===== config.mk =====
export PLATFORM = sky130hd
export DESIGN_NAME = lsu_mem_ctrl_flat
export DESIGN_NICKNAME = d
export VERILOG_FILES = /design/src/rtl/lsu_mem_ctrl_if.sv /design/src/rtl/lsu_mem_ctrl.sv /design/src/flat_wrapper.sv
export SDC_FILE = /design/constraint.sdc
export NUM_CORES = 1
export LEC_CHECK = 0
export ABC_AREA = 0
export BUFFER_PORTS_ARGS = -buffer_cell sky130_fd_sc_hd__buf_2
export CORE_MARGIN = 2
export CORE_UTILIZATION = 54
export DETAILED_ROUTE_END_ITERATION = 10
export PLACE_DENSITY_LB_ADDON = 0.25
export SLEW_MARGIN = 20
export SYNTH_ARGS = -nofsm -noshare
export SYNTH_HDL_FRONTEND = slang
export SYNTH_SLANG_ARGS = --single-unit

===== constraint.sdc =====
create_clock -name i_clk -period 5 [get_ports i_clk]
set_input_delay 0.5 -clock i_clk [delete_from_list [all_inputs] [get_ports i_clk]]
set_output_delay 0.5 -clock i_clk [all_outputs]
set_load 0.03 [all_outputs]

===== src/rtl/lsu_mem_ctrl_if.sv =====
// Bus bundle for the load/store sequencer: request side,
// data memory beat port and completion response.
interface lsu_mem_ctrl_if #(
    parameter int DATA_WIDTH = 32
);
    logic                  i_req_valid;
    logic                  o_req_ready;
    logic                  i_req_we;
    logic [DATA_WIDTH-1:0] i_req_addr;
    logic [1:0]            i_req_size;
    logic                  i_req_unsigned;
    logic [DATA_WIDTH-1:0] i_req_wdata;
    logic                  o_mem_valid;
    logic                  i_mem_ready;
    logic [DATA_WIDTH-1:0] o_mem_addr;
    logic                  o_mem_we;
    logic [3:0]            o_mem_wstrb;
    logic [DATA_WIDTH-1:0] o_mem_wdata;
    logic                  i_mem_rvalid;
    logic [DATA_WIDTH-1:0] i_mem_rdata;
    logic                  o_rsp_valid;
    logic [DATA_WIDTH-1:0] o_rsp_rdata;
    logic                  o_rsp_err;

    // Sequencer side.
    modport slave (
        input  i_req_valid, i_req_we, i_req_addr, i_req_size,
        input  i_req_unsigned, i_req_wdata,
        input  i_mem_ready, i_mem_rvalid, i_mem_rdata,
        output o_req_ready, o_mem_valid, o_mem_addr, o_mem_we,
        output o_mem_wstrb, o_mem_wdata,
        output o_rsp_valid, o_rsp_rdata, o_rsp_err
    );

    // Pipeline / memory side.
    modport master (
        output i_req_valid, i_req_we, i_req_addr, i_req_size,
        output i_req_unsigned, i_req_wdata,
        output i_mem_ready, i_mem_rvalid, i_mem_rdata,
        input  o_req_ready, o_mem_valid, o_mem_addr, o_mem_we,
        input  o_mem_wstrb, o_mem_wdata,
        input  o_rsp_valid, o_rsp_rdata, o_rsp_err
    );
endinterface


===== src/rtl/lsu_mem_ctrl.sv =====
// Load/store sequencer between the MEM stage and the 32-bit data port.
// Define LSU_MISALIGN_SPLIT_EN to issue word-crossing accesses as two beats.
module lsu_mem_ctrl #(
    parameter int DATA_WIDTH = 32
) (
    input  logic           i_clk,
    input  logic           i_rst,
    lsu_mem_ctrl_if.slave  bus
);

`ifdef LSU_MISALIGN_SPLIT_EN
    localparam bit SPLIT_EN = 1'b1;
`else
    localparam bit SPLIT_EN = 1'b0;
`endif

    typedef enum logic [2:0] {
        S_IDLE,
        S_ISSUE0,
        S_WAIT0,
        S_ISSUE1,
        S_WAIT1,
        S_RESP
    } state_t;

    state_t r_state;
    state_t w_next;

    logic                    r_we;
    logic [DATA_WIDTH-1:0]   r_addr;
    logic [1:0]              r_size;
    logic                    r_uns;
    logic [DATA_WIDTH-1:0]   r_wdata;
    logic                    r_err;
    logic [DATA_WIDTH-1:0]   r_rd0;
    logic [DATA_WIDTH-1:0]   r_rd1;

    logic                    w_fire;
    logic                    w_req_split;
    logic                    w_req_bad;
    logic [7:0]              w_mask;
    logic                    w_split;
    logic [2*DATA_WIDTH-1:0] w_data64;
    logic [DATA_WIDTH-1:0]   w_base0;
    logic [DATA_WIDTH-1:0]   w_base1;
    logic [DATA_WIDTH-1:0]   w_rd_sh;
    logic [DATA_WIDTH-1:0]   w_load;

    // Byte-lane mask over two consecutive words.
    function automatic logic [7:0] f_mask(
        input logic [1:0] size,
        input logic [1:0] off
    );
        logic [7:0] m;
        case (size)
            2'b00:   m = 8'h01;
            2'b01:   m = 8'h03;
            2'b10:   m = 8'h0F;
            default: m = 8'h00;
        endcase
        return m << off;
    endfunction

    assign w_fire      = bus.i_req_valid & (r_state == S_IDLE);
    assign w_req_split = f_mask(bus.i_req_size, bus.i_req_addr[1:0]) > 8'h0F;
    assign w_req_bad   = (bus.i_req_size == 2'b11) |
                         (w_req_split & ~SPLIT_EN);

    assign w_mask   = f_mask(r_size, r_addr[1:0]);
    assign w_split  = (w_mask[7:4] != 4'h0) & SPLIT_EN;
    assign w_data64 = {{DATA_WIDTH{1'b0}}, r_wdata} << {r_addr[1:0], 3'b000};
    assign w_base0  = {r_addr[DATA_WIDTH-1:2], 2'b00};
    assign w_base1  = w_base0 + 32'd4;
    assign w_rd_sh  = 32'({r_rd1, r_rd0} >> {r_addr[1:0], 3'b000});

    // Select and extend the aligned load lanes.
    always_comb begin
        w_load = w_rd_sh;
        case (r_size)
            2'b00: w_load = r_uns ? {24'h0, w_rd_sh[7:0]}
                                  : {{24{w_rd_sh[7]}}, w_rd_sh[7:0]};
            2'b01: w_load = r_uns ? {16'h0, w_rd_sh[15:0]}
                                  : {{16{w_rd_sh[15]}}, w_rd_sh[15:0]};
            default: w_load = w_rd_sh;
        endcase
    end

    // State register.
    always_ff @(posedge i_clk or posedge i_rst) begin
        if (i_rst) r_state <= S_IDLE;
        else       r_state <= w_next;
    end

    // Next-state decode.
    always_comb begin
        w_next = r_state;
        unique case (r_state)
            S_IDLE: begin
                if (w_fire) w_next = w_req_bad ? S_RESP : S_ISSUE0;
            end
            S_ISSUE0: begin
                if (bus.i_mem_ready) begin
                    if (!r_we)       w_next = S_WAIT0;
                    else if (w_split) w_next = S_ISSUE1;
                    else             w_next = S_RESP;
                end
            end
            S_WAIT0: begin
                if (bus.i_mem_rvalid) w_next = w_split ? S_ISSUE1 : S_RESP;
            end
            S_ISSUE1: begin
                if (bus.i_mem_ready) w_next = r_we ? S_RESP : S_WAIT1;
            end
            S_WAIT1: begin
                if (bus.i_mem_rvalid) w_next = S_RESP;
            end
            S_RESP:  w_next = S_IDLE;
            default: w_next = S_IDLE;
        endcase
    end

    // Request capture and read-data collection.
    always_ff @(posedge i_clk or posedge i_rst) begin
        if (i_rst) begin
            r_we    <= 1'b0;
            r_addr  <= '0;
            r_size  <= 2'b00;
            r_uns   <= 1'b0;
            r_wdata <= '0;
            r_err   <= 1'b0;
            r_rd0   <= '0;
            r_rd1   <= '0;
        end else begin
            if (w_fire) begin
                r_we    <= bus.i_req_we;
                r_addr  <= bus.i_req_addr;
                r_size  <= bus.i_req_size;
                r_uns   <= bus.i_req_unsigned;
                r_wdata <= bus.i_req_wdata;
                r_err   <= w_req_bad;
                r_rd0   <= '0;
                r_rd1   <= '0;
            end
            if (r_state == S_WAIT0 && bus.i_mem_rvalid) r_rd0 <= bus.i_mem_rdata;
            if (r_state == S_WAIT1 && bus.i_mem_rvalid) r_rd1 <= bus.i_mem_rdata;
        end
    end

    // Per-state outputs; everything idles at zero.
    always_comb begin
        bus.o_req_ready = 1'b0;
        bus.o_mem_valid = 1'b0;
        bus.o_mem_addr  = '0;
        bus.o_mem_we    = 1'b0;
        bus.o_mem_wstrb = 4'h0;
        bus.o_mem_wdata = '0;
        bus.o_rsp_valid = 1'b0;
        bus.o_rsp_rdata = '0;
        bus.o_rsp_err   = 1'b0;
        unique case (r_state)
            S_IDLE: bus.o_req_ready = ~i_rst;
            S_ISSUE0: begin
                bus.o_mem_valid = 1'b1;
                bus.o_mem_addr  = w_base0;
                bus.o_mem_we    = r_we;
                if (r_we) begin
                    bus.o_mem_wstrb = w_mask[3:0];
                    bus.o_mem_wdata = w_data64[DATA_WIDTH-1:0];
                end
            end
            S_ISSUE1: begin
                bus.o_mem_valid = 1'b1;
                bus.o_mem_addr  = w_base1;
                bus.o_mem_we    = r_we;
                if (r_we) begin
                    bus.o_mem_wstrb = w_mask[7:4];
                    bus.o_mem_wdata = w_data64[2*DATA_WIDTH-1:DATA_WIDTH];
                end
            end
            S_RESP: begin
                bus.o_rsp_valid = 1'b1;
                bus.o_rsp_err   = r_err;
                if (!r_we && !r_err) bus.o_rsp_rdata = w_load;
            end
            default: ;
        endcase
    end

endmodule


===== src/flat_wrapper.sv =====
// flat-port wrapper written by rule: the top's interface ports become plain ports
module lsu_mem_ctrl_flat 
#(
    parameter int DATA_WIDTH = 32
)
  (i_clk, i_rst, bus_i_req_valid, bus_i_req_we, bus_i_req_addr, bus_i_req_size, bus_i_req_unsigned, bus_i_req_wdata, bus_i_mem_ready, bus_i_mem_rvalid, bus_i_mem_rdata, bus_o_req_ready, bus_o_mem_valid, bus_o_mem_addr, bus_o_mem_we, bus_o_mem_wstrb, bus_o_mem_wdata, bus_o_rsp_valid, bus_o_rsp_rdata, bus_o_rsp_err);
  lsu_mem_ctrl_if #(.DATA_WIDTH(DATA_WIDTH)) bus_i ();
  input  logic i_clk;
  input  logic i_rst;
  input wire logic [$bits(bus_i.i_req_valid)-1:0] bus_i_req_valid;
  input wire logic [$bits(bus_i.i_req_we)-1:0] bus_i_req_we;
  input wire logic [$bits(bus_i.i_req_addr)-1:0] bus_i_req_addr;
  input wire logic [$bits(bus_i.i_req_size)-1:0] bus_i_req_size;
  input wire logic [$bits(bus_i.i_req_unsigned)-1:0] bus_i_req_unsigned;
  input wire logic [$bits(bus_i.i_req_wdata)-1:0] bus_i_req_wdata;
  input wire logic [$bits(bus_i.i_mem_ready)-1:0] bus_i_mem_ready;
  input wire logic [$bits(bus_i.i_mem_rvalid)-1:0] bus_i_mem_rvalid;
  input wire logic [$bits(bus_i.i_mem_rdata)-1:0] bus_i_mem_rdata;
  output wire logic [$bits(bus_i.o_req_ready)-1:0] bus_o_req_ready;
  output wire logic [$bits(bus_i.o_mem_valid)-1:0] bus_o_mem_valid;
  output wire logic [$bits(bus_i.o_mem_addr)-1:0] bus_o_mem_addr;
  output wire logic [$bits(bus_i.o_mem_we)-1:0] bus_o_mem_we;
  output wire logic [$bits(bus_i.o_mem_wstrb)-1:0] bus_o_mem_wstrb;
  output wire logic [$bits(bus_i.o_mem_wdata)-1:0] bus_o_mem_wdata;
  output wire logic [$bits(bus_i.o_rsp_valid)-1:0] bus_o_rsp_valid;
  output wire logic [$bits(bus_i.o_rsp_rdata)-1:0] bus_o_rsp_rdata;
  output wire logic [$bits(bus_i.o_rsp_err)-1:0] bus_o_rsp_err;
  assign bus_i.i_req_valid = bus_i_req_valid;
  assign bus_i.i_req_we = bus_i_req_we;
  assign bus_i.i_req_addr = bus_i_req_addr;
  assign bus_i.i_req_size = bus_i_req_size;
  assign bus_i.i_req_unsigned = bus_i_req_unsigned;
  assign bus_i.i_req_wdata = bus_i_req_wdata;
  assign bus_i.i_mem_ready = bus_i_mem_ready;
  assign bus_i.i_mem_rvalid = bus_i_mem_rvalid;
  assign bus_i.i_mem_rdata = bus_i_mem_rdata;
  assign bus_o_req_ready = bus_i.o_req_ready;
  assign bus_o_mem_valid = bus_i.o_mem_valid;
  assign bus_o_mem_addr = bus_i.o_mem_addr;
  assign bus_o_mem_we = bus_i.o_mem_we;
  assign bus_o_mem_wstrb = bus_i.o_mem_wstrb;
  assign bus_o_mem_wdata = bus_i.o_mem_wdata;
  assign bus_o_rsp_valid = bus_i.o_rsp_valid;
  assign bus_o_rsp_rdata = bus_i.o_rsp_rdata;
  assign bus_o_rsp_err = bus_i.o_rsp_err;
  lsu_mem_ctrl #(.DATA_WIDTH(DATA_WIDTH)) u_core (.i_clk(i_clk), .i_rst(i_rst), .bus(bus_i));
endmodule

Yosys cells after proc, flatten, opt, wreduce, memory -nomap -nowiden
Cells that the tools add are included.

Bits in registers: 136. Input port bits: 105. Output and inout bits: 105. Logic and storage cells: 75.

Add/subtract/negate cells: 1. Magnitude comparators: 1. Eq/ne operators: 14. Shift-type cells: 4. Mux-type cells: 30. Bitwise operators: 3. Reduce and logical (&&, ||, !) cells: 13.

Operators by type and width (count): $mux 32 (9); $pmux 32 s2 (3); $shl 32x5->64 (1); $shr 64x5->32 (1); $add 32x3->32 const B (1); $pmux 4 s3 (2); $mux 3 (6); $shl 4x2->8 (2); $pmux 3 s4 (1); $gt 8x4->1 const B (1); $mux 4 (2); $pmux 4 s2 (1); $eq 2x2->1 const B (3); $eq 3x2->1 const B (2); $eq 3x3->1 const B (2); $mux 1 (6); $eq 2x1->1 const B (2); $logic_not 2->1 (2); $ne 2x1->1 const B (2); $ne 2x2->1 const B (2); $reduce_and 4->1 (1); $reduce_bool 2->1 (2); $reduce_or 2->1 (2); $eq 3x1->1 const B (1); other kinds (6) (9).

Longest topological paths before layout
Word-level depth: 8. Gate-level depth with buffers: 8. Depth with buffers taken out: 6.

Worst setup path before layout
No wires, ideal clock.

Kind: register -> output. Start point: register u_core.r_state[1]. End point: output bus_o_rsp_rdata[11]. Arrival time: 2.171 ns. Required time: 4.500 ns. Setup slack: 2.329 ns. Cell stages (with the launch flop): 8. Cells stage by stage: dfrtp_1 -> buf_2 -> nor2b_1 -> and2_1 -> clkbuf_1 -> nand2_1 -> clkbuf_1 -> a21oi_1.

Cells in the longest elaborated chain, start to end: 2.

Ends and longest elaborated chain: start, declared (RTL line lsu_mem_ctrl.sv:26) `state_t r_state;`; start signal, assigned (RTL line lsu_mem_ctrl.sv:91) `else r_state <= w_next;`; $eq 3x3->1 (RTL line lsu_mem_ctrl.sv:160) `unique case (r_state)`; $mux 32 (RTL line lsu_mem_ctrl.sv:160); end, declared (RTL line flat_wrapper.sv:26) `output wire logic [$bits(bus_i.o_rsp_rdata)-1:0] bus_o_rsp_rdata;`.

No other way between the ends.

Final worst setup path
Start point: register u_core.r_state[1]. End point: output bus_o_mem_wdata[2].

Cells in the longest elaborated chain, start to end: 2. Elaborated cells between the ends (all ways): 3. Classes of those cells: eq/ne (2); mux (1).

Ends and longest elaborated chain: $eq 3x2->1 / $eq 3x1->1 (equally long branches) (RTL line lsu_mem_ctrl.sv:160); $pmux 32 s2 (*) (RTL line lsu_mem_ctrl.sv:160); end, declared (RTL line flat_wrapper.sv:24) `output wire logic [$bits(bus_i.o_mem_wdata)-1:0] bus_o_mem_wdata;`.

Every way passes the cells marked *; elsewhere a longest branch is shown, timed or not.

==> run_results.csv <==
group,metric,value,unit
cts,clockBufferDepth,2,
cts,cts.sinks,128,
critical_path,critical_path.max_fanout,21,
sta,relSlewSlack,28.6,%
place,numPortBuffers,207,
flow_run,max-cap-violations,0,
floorplan,initial_core_util,55.1,%
routing,vias_per_cell,5.97,
sta,fin_crit,3.80,ns
power,p_seq_share,33.6,%
finish,final_nets,1076,
synth,synthSimpleGateAreaFrac,15.6,%
synth,yosysUniqueCellTypes,55,
synth,syn_area_per_cell,10.0,sq um
power,finalPower,6.44,mW
power,power.density,667,nW/um^2
sta,finClkSkew,0.00611,ns
sta,max_freq,0.263,GHz
place,dp_worst_setup_slack,1.64,ns
critical_path,r2r_end,"u_core.r_wdata[29]$_DFFE_PP0P_",
routing,antenna_left,0,
global_routing,grt_use_total,26.9,%
global_routing,grt_remaining_overflow,0,
sta,final_max_slew_viol_count,0,
synth,async_flop_share,100,%
routing,wl,21.1,mm
synth,yosys_register_bits,128,
power,ir_drop,0.000435,V
routing,vias,6914,
synth,synth-xor-area-share,1.10,%
critical_path,worstPathArrival,3.30,ns
synth,synth_top_family_by_area,"multiplexers",
cts,clkTransAtPathRegs,0.06,ns
critical_path,crit_start,"u_core.r_state[1]$_DFFE_PP0P_",
routing,firstDrtPassIters,5,
synth,synthAdderAreaFrac,1.26,%
synth,yosys_warnings,0,
cts,clock_latency,0.42,ns
finish,design_area,9650,sq um
place,gp_congestion,0.832,
synth,synthFlopType,"dfrtp_1",
power,power_leakage,4.45,nW
critical_path,r2r-start,"u_core.r_state[1]$_DFFE_PP0P_",
routing,wl_per_cell,18.2,um
worst_hold_path,hold_path.class,"in2async",
sta,fin_crit_sh,75.9,%
synth,syn_area,7980,sq um
cts,cts_resized,0,
global_routing,grt_max_degree,78,
sta,tns,0,ns
sta,tightest_slew,1.07,ns
cts,cts_buffers,17,
critical_path,crit_end,"bus_o_mem_wdata[2]",
cts,cts_hold_buf,0,
floorplan,core,14500,sq um
routing,drc,0,
synth,synth_compound_area_share,13.9,%
critical_path,path_class,"reg2out",
floorplan,rows,44,
cts,cts_root_buffer,"clkbuf_16",
floorplan,die_w,126,um
power,clockPowerShare,20.4,%
global_routing,grt_pass1_wl,33.7,mm
synth,synth_edf_count,0,
critical_path,r2r_cells,4,
place,hpwlAfterDp,14.4,mm
floorplan,ioPinCount,210,
floorplan,fp.dieArea,15800,sq um
cts,post_cts_buffers,0,
sta,hold_viol_final,0,
finish,layout-drive-gt1-share,38.2,%
status,status,"completed",
floorplan,die_h,126,um
sta,fin_ws,1.20,ns
synth,ys_seq_area_share,40.2,%
finish,areaGrowthSynthToFinish,21.0,%
cts,cts_tree,"built",
global_routing,grt_pass1_vias,6617,
sta,setup_viol,0,
critical_path,worstPathRequired,4.50,ns
synth,synth.area.mux_share,23.5,%
critical_path,r2r_slack,2.34,ns
routing,drt-initial-drc-count,438,
cts,htree_levels,4,
critical_path,crit_path_start_kind,"register",
power,sw_frac_of_total,42.4,%
power,power_switching,2.73,mW
synth,synth_cells,797,
sta,rsz0062_at_grt,"no",
critical_path,crit_path_end_kind,"output port",
power,pwr-share-comb,46.0,%
place,placed_cell_area,9010,sq um
global_routing,grt_antenna_before_repair,0,
finish,diodes,0,
power,intPower,3.71,mW
cells in the mapped netlist, types with 16 or more instances:
cell,count,area [sq um]
o21ai_0,49,245
buf_2,21,105
nand2_1,119,447
mux4_2,32,721
mux2_2,80,901
nor2_1,37,139
a22o_1,24,210
clkbuf_1,38,143
mux2i_1,25,250
a21oi_1,58,290
dfrtp_1,128,3200
and3_1,16,100
layout make-up:
type	instances	area (sq um)
inverters	10	40.0
flip-flops and latches	128	3210
fillers	1145	4830
well taps	184	230
multi-input cells	590	4440
clock buffers	21	460
clock inverters	10	159
repair buffers	216	1120
registers in the layout, summed over array words and instances, names as in the netlist:
name,flops
u_core.r_addr,32
u_core.r_err,1
u_core.r_rd0,32
u_core.r_rd1,24
u_core.r_size,2
u_core.r_state,3
u_core.r_uns,1
u_core.r_wdata,32
u_core.r_we,1
per-stage QoR:
step	utilization [%]	hold slack, ns	std cells
6_report	66.7	0.173	1159
5_1_grt	66.7	0.212	1159
4_1_cts	66.5	0.176	1158
3_5_place_dp	62.2	0.484	1127
3_3_place_gp	62.2	0.483	1127
2_1_floorplan	-	0.461	798
worst min-delay path by stage:
stage                            startpoint                       endpoint  slack (ns)  depth (start not counted)
6_report                              i_rst  u_core.r_addr[13]$_DFFE_PP0P_        0.17                          2
4_1_cts                               i_rst  u_core.r_addr[13]$_DFFE_PP0P_        0.18                          2
2_1_floorplan  u_core.r_rd1[17]$_DFFE_PP0P_   u_core.r_rd1[17]$_DFFE_PP0P_        0.46                          1
5_1_grt                               i_rst  u_core.r_state[2]$_DFFE_PP0P_        0.21                          2
3_5_place_dp   u_core.r_rd1[17]$_DFFE_PP0P_   u_core.r_rd1[17]$_DFFE_PP0P_        0.48                          1
3_3_place_gp   u_core.r_rd1[23]$_DFFE_PP0P_   u_core.r_rd1[23]$_DFFE_PP0P_        0.48                          1
logic make-up after synthesis:
family                     after synthesis
muxes                                  137
adders and majority gates                8
and+or+nand+nor                        256
DFF                                    128
AOI/OAI and AO/OA                      177
xor gates and xnor gates                10
buffers and inverters                   80
other                                    1
placed cells by master, fill, tap and decap left out, drive strengths merged, types with 10 or more instances in the layout:
master / instances
mux2i: 25
mux4: 32
and3: 17
mux2: 80
a22o: 24
inv: 11
nand2: 119
buf: 216
nand3: 14
o21ai: 49
o31ai: 11
nand2b: 12
clkbuf: 21
or4: 12
nor2: 37
and2: 10
a21oi: 58
dfrtp: 128
power groups by stage:
stage          Clock [mW]  Sequential [mW]  Combinational, mW
6_report             1.31             2.16               2.96
4_1_cts              1.33             2.21               2.89
2_1_floorplan           0             1.83               2.53
5_1_grt              1.37             2.24               3.24
3_5_place_dp            0             2.22               2.87
3_3_place_gp            0             2.20               2.83
worst max-delay path, stage by stage, from the launching register on:
cell and delay, ns:
dfrtp_1 0.60, nand4bb_1 0.67, or2_2 0.59, nor2_1 0.60, o2bb2ai_1 0.19, buf_2 0.23
metal layers:
layer,vias to the layer above,routed length [um],part of all wire [%],global-route usage [%]
met5,-,0,0,0
met2,272,10000,47,41.9
met4,0,321,1.5,7.58
met1,3372,9100,43,37.1
met3,25,1720,8.1,7.62
li1,3245,-,-,-
(Power assumes the default switching activity.)
